--- config.mk ---
export PLATFORM = sky130hd
export DESIGN_NAME = imm_decode_stage_flat
export DESIGN_NICKNAME = d
export VERILOG_FILES = /design/src/rtl/imm_pkg.sv /design/src/rtl/imm_decode_stage_if.sv /design/src/rtl/imm_decode_stage_extract.sv /design/src/rtl/imm_decode_stage.sv /design/src/flat_wrapper.sv
export SDC_FILE = /design/constraint.sdc
export NUM_CORES = 1
export LEC_CHECK = 0
export CORE_ASPECT_RATIO = 1.4
export CORE_MARGIN = 3
export CORE_UTILIZATION = 48
export CTS_CLUSTER_SIZE = 20
export DETAILED_ROUTE_END_ITERATION = 12
export PLACE_DENSITY = 0.88
export SLEW_MARGIN = 25
export SYNTH_ARGS = -nofsm -noshare
export SYNTH_HDL_FRONTEND = slang
export SYNTH_SLANG_ARGS = --single-unit
export TNS_END_PERCENT = 10
--- constraint.sdc ---
create_clock -name clk -period 3.2 [get_ports clk]
set_input_delay 0.64 -clock clk [delete_from_list [all_inputs] [get_ports clk]]
set_output_delay 0.64 -clock clk [all_outputs]
set_load 0.1 [all_outputs]
--- src/rtl/imm_pkg.sv ---
// Shared types for the immediate-decode stage: format codes, opcode
// constants, the buffer-entry descriptor and a sign-extension helper.
package imm_pkg;

    typedef enum logic [2:0] {
        FMT_R   = 3'd0,
        FMT_I   = 3'd1,
        FMT_S   = 3'd2,
        FMT_B   = 3'd3,
        FMT_U   = 3'd4,
        FMT_J   = 3'd5,
        FMT_ILL = 3'd6
    } fmt_e;

    localparam logic [6:0] OPC_LOAD   = 7'b0000011;
    localparam logic [6:0] OPC_OP_IMM = 7'b0010011;
    localparam logic [6:0] OPC_JALR   = 7'b1100111;
    localparam logic [6:0] OPC_SYSTEM = 7'b1110011;
    localparam logic [6:0] OPC_STORE  = 7'b0100011;
    localparam logic [6:0] OPC_BRANCH = 7'b1100011;
    localparam logic [6:0] OPC_LUI    = 7'b0110111;
    localparam logic [6:0] OPC_AUIPC  = 7'b0010111;
    localparam logic [6:0] OPC_JAL    = 7'b1101111;
    localparam logic [6:0] OPC_OP     = 7'b0110011;

    // Width-independent part of a buffer entry; the XLEN-wide immediate
    // travels alongside it in the buffer.
    typedef struct packed {
        logic       illegal;
        fmt_e       fmt;
        logic [4:0] rd;
        logic [4:0] rs1;
        logic [4:0] rs2;
    } dec_t;

    // Sign-extend the low w bits of v to 64 bits.
    function automatic logic [63:0] sext(input logic [63:0] v, input int unsigned w);
        logic signed [63:0] t;
        t = v << (64 - w);
        return t >>> (64 - w);
    endfunction

endpackage

--- src/rtl/imm_decode_stage_if.sv ---
// Fetch-to-execute handshake bundle for imm_decode_stage.
// slave: the decode stage; master: the surrounding fetch/execute logic.
interface imm_decode_stage_if #(
    parameter int unsigned XLEN = 32
);
    import imm_pkg::*;

    logic            in_valid;
    logic            in_ready;
    logic [31:0]     in_instr;
    logic            out_valid;
    logic            out_ready;
    logic [XLEN-1:0] out_imm;
    fmt_e            out_fmt;
    logic [4:0]      out_rd;
    logic [4:0]      out_rs1;
    logic [4:0]      out_rs2;
    logic            out_illegal;

    modport slave (
        input  in_valid, in_instr, out_ready,
        output in_ready, out_valid, out_imm, out_fmt, out_rd, out_rs1, out_rs2, out_illegal
    );

    modport master (
        output in_valid, in_instr, out_ready,
        input  in_ready, out_valid, out_imm, out_fmt, out_rd, out_rs1, out_rs2, out_illegal
    );

endinterface

--- src/rtl/imm_decode_stage_extract.sv ---
// Combinational instruction classifier and immediate extractor.
// Optional macro IMM_DECODE_RVC_EN adds expansion of a subset of 16-bit
// compressed encodings; without it any non-32-bit encoding is illegal.
module imm_extract
    import imm_pkg::*;
#(
    parameter int unsigned XLEN = 32
) (
    input  logic [31:0]     instr,
    output fmt_e            fmt,
    output logic [XLEN-1:0] imm,
    output logic            illegal
);

    if (XLEN != 32 && XLEN != 64) begin : g_bad_xlen
        $error("imm_extract: XLEN must be 32 or 64");
    end

    // Format classification and immediate assembly; unknown encodings give FMT_ILL with imm 0.
    always_comb begin
        fmt = FMT_ILL;
        imm = '0;
        if (instr[1:0] == 2'b11) begin
            case (instr[6:0])
                OPC_LOAD, OPC_OP_IMM, OPC_JALR, OPC_SYSTEM: begin
                    fmt = FMT_I;
                    imm = XLEN'(sext(64'(instr[31:20]), 12));
                end
                OPC_STORE: begin
                    fmt = FMT_S;
                    imm = XLEN'(sext(64'({instr[31:25], instr[11:7]}), 12));
                end
                OPC_BRANCH: begin
                    fmt = FMT_B;
                    imm = XLEN'(sext(64'({instr[31], instr[7], instr[30:25], instr[11:8], 1'b0}), 13));
                end
                OPC_LUI, OPC_AUIPC: begin
                    fmt = FMT_U;
                    imm = XLEN'(sext(64'({instr[31:12], 12'b0}), 32));
                end
                OPC_JAL: begin
                    fmt = FMT_J;
                    imm = XLEN'(sext(64'({instr[31], instr[19:12], instr[20], instr[30:21], 1'b0}), 21));
                end
                OPC_OP: begin
                    fmt = FMT_R;
                end
                default: begin
                    fmt = FMT_ILL;
                end
            endcase
        end
`ifdef IMM_DECODE_RVC_EN
        else begin
            // Compressed: keyed on {funct3, quadrant}.
            case ({instr[15:13], instr[1:0]})
                5'b000_01, 5'b010_01: begin // C.ADDI, C.LI
                    fmt = FMT_I;
                    imm = XLEN'(sext(64'({instr[12], instr[6:2]}), 6));
                end
                5'b010_00: begin // C.LW
                    fmt = FMT_I;
                    imm = XLEN'(64'({instr[5], instr[12:10], instr[6], 2'b00}));
                end
                5'b110_00: begin // C.SW
                    fmt = FMT_S;
                    imm = XLEN'(64'({instr[5], instr[12:10], instr[6], 2'b00}));
                end
                5'b101_01: begin // C.J
                    fmt = FMT_J;
                    imm = XLEN'(sext(64'({instr[12], instr[8], instr[10:9], instr[6], instr[7],
                                          instr[2], instr[11], instr[5:3], 1'b0}), 12));
                end
                5'b110_01, 5'b111_01: begin // C.BEQZ, C.BNEZ
                    fmt = FMT_B;
                    imm = XLEN'(sext(64'({instr[12], instr[6:5], instr[2], instr[11:10],
                                          instr[4:3], 1'b0}), 9));
                end
                default: begin
                    fmt = FMT_ILL;
                end
            endcase
        end
`endif
    end

    assign illegal = (fmt == FMT_ILL);

endmodule

--- src/rtl/imm_decode_stage.sv ---
// Registered immediate-decode stage: imm_extract feeding a 2-entry skid
// buffer with valid/ready on both sides. Optional macro IMM_DECODE_RVC_EN
// (see imm_extract) enables compressed-instruction decode.
module imm_decode_stage
    import imm_pkg::*;
#(
    parameter int unsigned XLEN  = 32,
    parameter int unsigned DEPTH = 2
) (
    input logic              clk,
    input logic              reset,
    imm_decode_stage_if.slave bus
);

    if (XLEN != 32 && XLEN != 64) begin : g_bad_xlen
        $error("imm_decode_stage: XLEN must be 32 or 64");
    end
    if (DEPTH != 2) begin : g_bad_depth
        $error("imm_decode_stage: DEPTH is fixed at 2");
    end

    fmt_e            x_fmt;
    logic [XLEN-1:0] x_imm;
    logic            x_illegal;

    imm_extract #(.XLEN(XLEN)) u_extract (
        .instr   (bus.in_instr),
        .fmt     (x_fmt),
        .imm     (x_imm),
        .illegal (x_illegal)
    );

    dec_t            new_ent;
    dec_t            ent_q [2];
    dec_t            ent_d [2];
    logic [XLEN-1:0] imm_q [2];
    logic [XLEN-1:0] imm_d [2];
    logic [1:0]      count_q, count_d;
    logic            in_ready_q, in_ready_d;
    logic            push, pop;

    assign new_ent = '{illegal: x_illegal, fmt: x_fmt, rd: bus.in_instr[11:7],
                       rs1: bus.in_instr[19:15], rs2: bus.in_instr[24:20]};

    assign push = bus.in_valid && in_ready_q;
    assign pop  = (count_q != 2'd0) && bus.out_ready;

    // Buffer update: slot 0 is always the head; a pop shifts slot 1 forward.
    always_comb begin
        ent_d   = ent_q;
        imm_d   = imm_q;
        count_d = count_q;
        case ({push, pop})
            2'b10: begin
                if (count_q == 2'd0) begin
                    ent_d[0] = new_ent;
                    imm_d[0] = x_imm;
                end else begin
                    ent_d[1] = new_ent;
                    imm_d[1] = x_imm;
                end
                count_d = count_q + 2'd1;
            end
            2'b01: begin
                ent_d[0] = ent_q[1];
                imm_d[0] = imm_q[1];
                count_d  = count_q - 2'd1;
            end
            2'b11: begin
                // Occupancy unchanged; new entry lands behind whatever remains.
                if (count_q == 2'd1) begin
                    ent_d[0] = new_ent;
                    imm_d[0] = x_imm;
                end else begin
                    ent_d[0] = ent_q[1];
                    imm_d[0] = imm_q[1];
                    ent_d[1] = new_ent;
                    imm_d[1] = x_imm;
                end
            end
            default: ;
        endcase
        in_ready_d = (count_d < 2'd2);
    end

    // State registers; reset discards all buffered entries at once.
    always_ff @(posedge clk or posedge reset) begin
        if (reset) begin
            count_q    <= '0;
            in_ready_q <= 1'b1;
            for (int unsigned i = 0; i < 2; i++) begin
                ent_q[i] <= '0;
                imm_q[i] <= '0;
            end
        end else begin
            count_q    <= count_d;
            in_ready_q <= in_ready_d;
            ent_q      <= ent_d;
            imm_q      <= imm_d;
        end
    end

    assign bus.in_ready    = in_ready_q;
    assign bus.out_valid   = (count_q != 2'd0);
    assign bus.out_imm     = imm_q[0];
    assign bus.out_fmt     = ent_q[0].fmt;
    assign bus.out_rd      = ent_q[0].rd;
    assign bus.out_rs1     = ent_q[0].rs1;
    assign bus.out_rs2     = ent_q[0].rs2;
    assign bus.out_illegal = ent_q[0].illegal;

endmodule

--- src/flat_wrapper.sv ---
// flat-port wrapper written by rule: the top's interface ports become plain ports
module imm_decode_stage_flat import imm_pkg::*;
#(
    parameter int unsigned XLEN  = 32,
    parameter int unsigned DEPTH = 2
)
  (clk, reset, bus_in_valid, bus_in_instr, bus_out_ready, bus_in_ready, bus_out_valid, bus_out_imm, bus_out_fmt, bus_out_rd, bus_out_rs1, bus_out_rs2, bus_out_illegal);
  imm_decode_stage_if #(.XLEN(XLEN)) bus_i ();
  input logic clk;
  input logic reset;
  input wire logic [$bits(bus_i.in_valid)-1:0] bus_in_valid;
  input wire logic [$bits(bus_i.in_instr)-1:0] bus_in_instr;
  input wire logic [$bits(bus_i.out_ready)-1:0] bus_out_ready;
  output wire logic [$bits(bus_i.in_ready)-1:0] bus_in_ready;
  output wire logic [$bits(bus_i.out_valid)-1:0] bus_out_valid;
  output wire logic [$bits(bus_i.out_imm)-1:0] bus_out_imm;
  output wire logic [$bits(bus_i.out_fmt)-1:0] bus_out_fmt;
  output wire logic [$bits(bus_i.out_rd)-1:0] bus_out_rd;
  output wire logic [$bits(bus_i.out_rs1)-1:0] bus_out_rs1;
  output wire logic [$bits(bus_i.out_rs2)-1:0] bus_out_rs2;
  output wire logic [$bits(bus_i.out_illegal)-1:0] bus_out_illegal;
  assign bus_i.in_valid = bus_in_valid;
  assign bus_i.in_instr = bus_in_instr;
  assign bus_i.out_ready = bus_out_ready;
  assign bus_in_ready = bus_i.in_ready;
  assign bus_out_valid = bus_i.out_valid;
  assign bus_out_imm = bus_i.out_imm;
  assign bus_out_fmt = bus_i.out_fmt;
  assign bus_out_rd = bus_i.out_rd;
  assign bus_out_rs1 = bus_i.out_rs1;
  assign bus_out_rs2 = bus_i.out_rs2;
  assign bus_out_illegal = bus_i.out_illegal;
  imm_decode_stage #(.XLEN(XLEN), .DEPTH(DEPTH)) u_core (.clk(clk), .reset(reset), .bus(bus_i));
endmodule
**Yosys cells after proc, flatten, opt, wreduce, memory -nomap -nowiden**

Cells that the tools add are included.
Widths: inputs -> output; s select.

- Register bits after elaboration: 105
- Bits in latches: 0
- Bits in writable memories: 0
- Memory bits (read-only): 0
- Bits of input ports: 36
- Logic and storage cells: 63
- Memories kept: 0

- Add/sub/neg operators: 2
- Multiply operators: 0
- Divide/modulo/power cells: 0
- Magnitude comparators: 1
- Equality and inequality tests: 19
- Shift operators: 0
- Muxes and demuxes: 17
- Bitwise gates (word level): 0
- Reduce and logical (&&, ||, !) cells: 10

Operator list:

| cell | count |
|---|---|
| $mux 32 | 5 |
| $pmux 32 s5 | 1 |
| $pmux 32 s3 | 1 |
| $mux 19 | 4 |
| $pmux 32 s2 | 1 |
| $pmux 19 s3 | 1 |
| $pmux 19 s2 | 1 |
| $eq 7x7->1 const B | 4 |
| $eq 7x6->1 const B | 3 |
| $pmux 3 s6 | 1 |
| $eq 7x5->1 const B | 2 |
| $eq 7x2->1 const B | 1 |
| $eq 2x2->1 const B | 3 |
| $eq 2x1->1 const B | 2 |
| $ne 2x2->1 const B | 2 |
| $pmux 2 s2 | 1 |
| $reduce_bool 2->1 | 2 |
| $reduce_or 4->1 | 1 |
| $eq 3x3->1 const B | 1 |
| $mux 3 | 1 |
| $reduce_and 3->1 | 1 |
| $reduce_bool 3->1 | 1 |
| $add 2x1->2 const B | 1 |
| $logic_and 1x1->1 | 2 |
| other kinds (6) | 6 |

**Longest topological paths before layout**

- Word-level depth: 7
- Depth in mapped cells: 11
- Mapped depth without buffers: 10

**Hierarchy**

Synthesis repeated with hierarchy kept, for this count alone.

- Cells, all modules: 570
- Area, all modules: 6115.9 um2

Modules (own cells, without submodules):

| module | instances | cells an instance | area an instance (um2) | sequential area each (um2) |
|---|---|---|---|---|
| imm_decode_stage | 1 | 491 | 5535.3 | 2628.8 |
| imm_extract | 1 | 79 | 580.6 | 0.0 |

**Worst setup path after synthesis**

No wires, ideal clock.

- Path kind: reg2reg
- From: reg u_core.in_ready_q, in the netlist u_core.bus.in_ready
- To: reg u_core.imm_q (netlist bit u_core.bus.out_imm[28])
- Arrival: 2.278 ns
- Data required time: 3.104 ns
- Slack: 0.826 ns
- Cell stages (with the launch flop): 9
- Buffers on the path: 1
- Clock period less this slack: 2.374 ns
- Path through: dfstp_2 nand2_1 inv_1 ha_1 a21oi_1 nor2_1 clkbuf_1 a21oi_1 a311oi_2

- Cells in the longest elaborated chain, start to end: 4
- Elaborated cells on any way between the ends: 8
- Those cells by class: 4 x eq/ne; 1 x mux; 3 x reduce/logical

RTL lines:

| what | line | source |
|---|---|---|
| start, declared | imm_decode_stage.sv:39 | `logic in_ready_q, in_ready_d;` |
| start signal, assigned | imm_decode_stage.sv:97 | `in_ready_q <= in_ready_d;` |
| $logic_and 1x1->1 * | imm_decode_stage.sv:45 | `assign push = bus.in_valid && in_ready_q;` |
| $eq 2x2->1 or $eq 2x1->1 (tied branches) | imm_decode_stage.sv:53 | `case ({push, pop})` |
| $ne 2x1->1 (no line) or $reduce_bool 3->1 (tied branches) | n/a |  |
| $reduce_and 2->1 (no line) | n/a |  |
| end signal, assigned | imm_decode_stage.sv:99 | `imm_q <= imm_d;` |
| end, declared | imm_decode_stage.sv:36 | `logic [XLEN-1:0] imm_q [2];` |

Every way passes the cells marked *; elsewhere a longest branch is shown, timed or not.
A chain may end at the register's enable or synchronous reset.

**Worst setup path in the final report**

- From: reg u_core.count_q[0]
- To: reg u_core.imm_q (netlist bit u_core.bus.out_imm[3])

- Cells in the longest elaborated chain, start to end: 5
- Elaborated cells on any way between the ends: 12
- Those cells by class: 5 x eq/ne; 2 x mux; 5 x reduce/logical

RTL lines:

| what | line | source |
|---|---|---|
| start, declared | imm_decode_stage.sv:38 | `logic [1:0] count_q, count_d;` |
| start signal, assigned | imm_decode_stage.sv:96 | `count_q <= count_d;` |
| $reduce_bool 2->1 | imm_decode_stage.sv:46 | `assign pop = (count_q != 2'd0) && bus.out_ready;` |
| $logic_and 1x1->1 | imm_decode_stage.sv:46 |  |
| $eq 2x2->1 or $eq 2x1->1 (tied branches) | imm_decode_stage.sv:53 |  |
| $ne 2x1->1 (no line) or $reduce_bool 3->1 (tied branches) | n/a |  |
| $reduce_and 2->1 (no line) | n/a |  |

Several ways; a longest one is shown, not always the timed one.

==> summary.md <==
| Metric | Value |
|---|---|
| Skew-Pair Late Insertion Delay | `0.35 ns` |
| Critical path endpoint category | `flip-flop` |
| Average vias per placed instance | `5.78` |
| Number of setup buffers added after CTS | `0` |
| Unrepaired setup endpoints after global routing | `no` |
| Proportion of layout cells with a drive suffix above 1 | `19.4%` |
| CTS tree | `yes` |
| Post-synth top flop | `dfrtp_1` |
| Placed Cells incl. Taps | `726` |
| Number of distinct library cell variants in the gate-level netlist after synthesis | `44` |
| Type of the worst min-delay path | `flip-flop to flip-flop` |
| Post-route setup slack | `0.459 ns` |
| Worst-case headroom to the max-slew limit | `46.2%` |
| Quantity of gates resized following cts | `0` |
| Number of buffers on the longest clock path | `2` |
| Number of antenna violations at the first check in global routing | `0` |
| Areal power density over the cells | `1160 mW/mm²` |
| Port Buffer Count | `88` |
| Area of the die | `0.0124 mm²` |
| Total Wirelength | `12.8 mm` |
| Cts hold-fix bufs | `0` |
| Synthesized area divided by synthesized cell count | `9.35 µm²` |
| Comb power frac | `55.6%` |
| Reported max-cap violation count | `0` |
| Int Power | `3360 µW` |
| Number of nets produced by synthesis | `608` |
| Minimum setup slack among reg-to-reg paths | `0.46 ns` |
| Biggest area consumer among synthesized cells | `dfrtp_1` |
| Share of the yosys chip area belonging to registers | `49.6%` |
| CP Data Arrival Time | `2.96 ns` |
| P&R area growth vs syn | `16.9%` |
| Number of instances in the synthesized netlist | `567` |
| Worst-case vdd ir drop | `1.07 mV` |
| Number of synthesized register bits | `105` |
| Post-synthesis xor/xnor area fraction | `0.330%` |
| Area share of and/or/nand/nor cells after synthesis | `15.0%` |
| Final number of setup-violating endpoints | `0` |
| Top-area cell type share of the netlist area | `49.1%` |
| Clock root buffer | `clkbuf_16` |
| Final instance count without filler cells | `742` |
| Worst-margin pin slew | `0.803 ns` |
| Total number of vias | `4290` |
| Clock transition at the registers of the reported paths | `0.07 ns` |
| Startpoint type of the worst setup path | `flip-flop` |
| Warning count from the yosys run | `0` |
| Largest family of logic cells by synthesized area | `compound AO/OA/AOI/OAI gates` |
| Count of endpoints failing hold in the final timing report | `0` |
| Cells taking the most area after synthesis | `dfrtp_1 49%, buf_4 7.2%, nand2_1 6.4%, nor2_1 5.2%, a21oi_1 4.2%` |
| F_max | `365 MHz` |
| Post-synthesis cell area | `0.00530 mm²` |
| Number of enable flip-flop cells after synthesis | `0` |
| Psw | `3810 µW` |
| Total number of placement rows | `44` |
| Ports placed on the boundary | `89` |
| Number of global-route vias before repair | `4230` |
| Total clock buffers created by CTS | `9` |
| Adder and majority gate portion of the synthesized area | `1.18%` |
| Antenna Diode Count | `0` |
| Commonest non-fill, non-tap cell in the layout | `dfrtp_1` |
| Final critical-path required period | `2.74 ns` |
| Commonest cells after routing, fill and taps aside | `104 x dfrtp_1, 90 x nand2_1, 72 x nor2_1, 67 x buf_4, 44 x a21oi_1` |
| Overall die width | `94.8 µm` |
| Critical Setup Path Class | `flip-flop to flip-flop` |
| Period utilisation layout | `85.7%` |
| Overflow after GRT | `0` |
| Async set or reset register ratio after synthesis | `100%` |
| Wirelength per Cell | `17.2 µm` |
| Number of nets still failing antenna checks after routing | `0` |
| Effective utilization at floorplan | `50.2%` |
| Proportion of synthesized area in mux cells | `0.189%` |
| DP Wirelength | `9.14 mm` |
| Result of the run | `complete, no violations` |
| Area fraction in compound gates after synthesis | `22.9%` |
| Worst slack after detailed placement | `0.277 ns` |
| Standby leakage power | `0.00283 µW` |
| Overall Global Routing Usage | `21.7%` |
| Last weighted congestion value of the routability-driven placer | `0.860` |
| Wire length of the first global-routing pass | `20.8 mm` |
| Largest net degree at the start of global routing | `49` |
| Area inside the core boundary | `0.0106 mm²` |
| Count of unresolved DRC violations after routing | `0` |
| Required time reported for the critical path endpoint | `3.42 ns` |
| Final layout net count | `640` |
| First-pass DRT Iterations | `6` |
| Die outline height | `130 µm` |
| Initial DRC Count | `387` |
| Worst Path Max Fanout | `20` |
| Final Slew Violations | `0` |
| Fin Clk Skew | `0.00511 ns` |
| Part of the power in the clock network | `14.8%` |
| Switching part of the total | `53.2%` |
| Sequential Power Share | `29.6%` |
| Sum of negative setup slack | `0 ns` |
| Maximum level of the CTS H-tree | `3` |
| Clock net sink count | `105` |
==> through the flow <==
stage	total power, µW	hold WS [ns]	util [%]	cell area, µm²
final	7170	0.479	58.7	6200
after global routing	7550	0.495	58.7	6200
after CTS	7210	0.480	58.7	6200
after detailed placement	6140	0.462	55.9	5910
after global placement	6020	0.458	55.9	5910
after floorplan	5480	0.446	-	5310
==> logic make-up (layout without fill, tap and decap cells) <==
kind of cell / after synthesis / count (layout)
AND/OR/NAND/NOR: 188 / 188
AO/OA/AOI/OAI: 168 / 168
buffers and inverters: 98 / 135
XOR/XNOR: 2 / 2
multiplexers: 1 / 1
flip-flops: 105 / 105
adder cells (fa/ha/maj): 5 / 5
==> critical path, stage by stage (launching register included) <==
cell and delay (ns):
dfrtp_1 0.42, inv_1 0.07, ha_1 0.25, nand2b_1 0.31
inv_1 0.20, ha_1 0.26, a21oi_1 0.24, nor2_4 0.15
buf_12 0.19, a221oi_1 0.38, a21oi_1 0.12
==> cells in the mapped netlist (all sizes together), types with 7 or more instances <==
| cell | number |
|---|---|
| a221oi | 21 |
| a311oi | 11 |
| o21ai | 35 |
| nor2 | 73 |
| dfrtp | 104 |
| a22oi | 13 |
| nand2 | 90 |
| inv | 13 |
| buf | 58 |
| clkbuf | 27 |
| a21oi | 55 |
| a22o | 12 |
| a21o | 7 |
==> cell type report <==
class | instances | area, µm²
clock inverters | 6 | 48.8
inverters | 13 | 52.6
multi-input cells | 364 | 2130
fillers | 888 | 4370
repair buffers | 106 | 933
clock buffers | 10 | 239
well taps | 138 | 173
flip-flops and latches | 105 | 2630
==> power by group through the flow <==
stage	clock network, µW	registers, µW	logic, µW
final	1060	2120	3990
after global routing	1140	2170	4240
after global placement	0	2110	3910
after floorplan	0	2140	3340
after CTS	1080	2120	4010
after detailed placement	0	2140	4000
==> metal layers <==
| metal | GRT usage [%] | part of all wire, % | vias to the layer above |
|---|---|---|---|
| met3 | 3.40 | 5.1 | 34 |
| met1 | 26.8 | 39 | 2092 |
| li1 | - | - | 1995 |
| met4 | 11.0 | 3.0 | 0 |
| met5 | 0 | 0 | - |
| met2 | 36.8 | 53 | 169 |
==> worst paths after layout <==
kind / to / cells after the start / start
max reg2reg: u_core.bus.out_imm[3] / 10 / u_core.count_q[0]
max in group asynchronous: u_core.bus.in_ready / 3 / reset
min: u_core.ent_q[2] / 2 / u_core.ent_q[2]
min reg2reg: u_core.ent_q[2] / 2 / u_core.ent_q[2]
min in group asynchronous: u_core.imm_q[19] / 2 / reset
max: u_core.bus.out_imm[3] / 10 / u_core.count_q[0]
==> registers in the layout, indices dropped and copies added, names as in the netlist <==
register / flops
u_core.bus.out_illegal: 1
u_core.bus.out_rs2: 5
u_core.count_q: 2
u_core.bus.out_rd: 5
u_core.bus.out_imm: 32
u_core.ent_q: 19
u_core.bus.in_ready: 1
u_core.bus.out_fmt: 3
u_core.bus.out_rs1: 5
u_core.imm_q: 32
No activity file was read; power rests on OpenSTA's default activity.
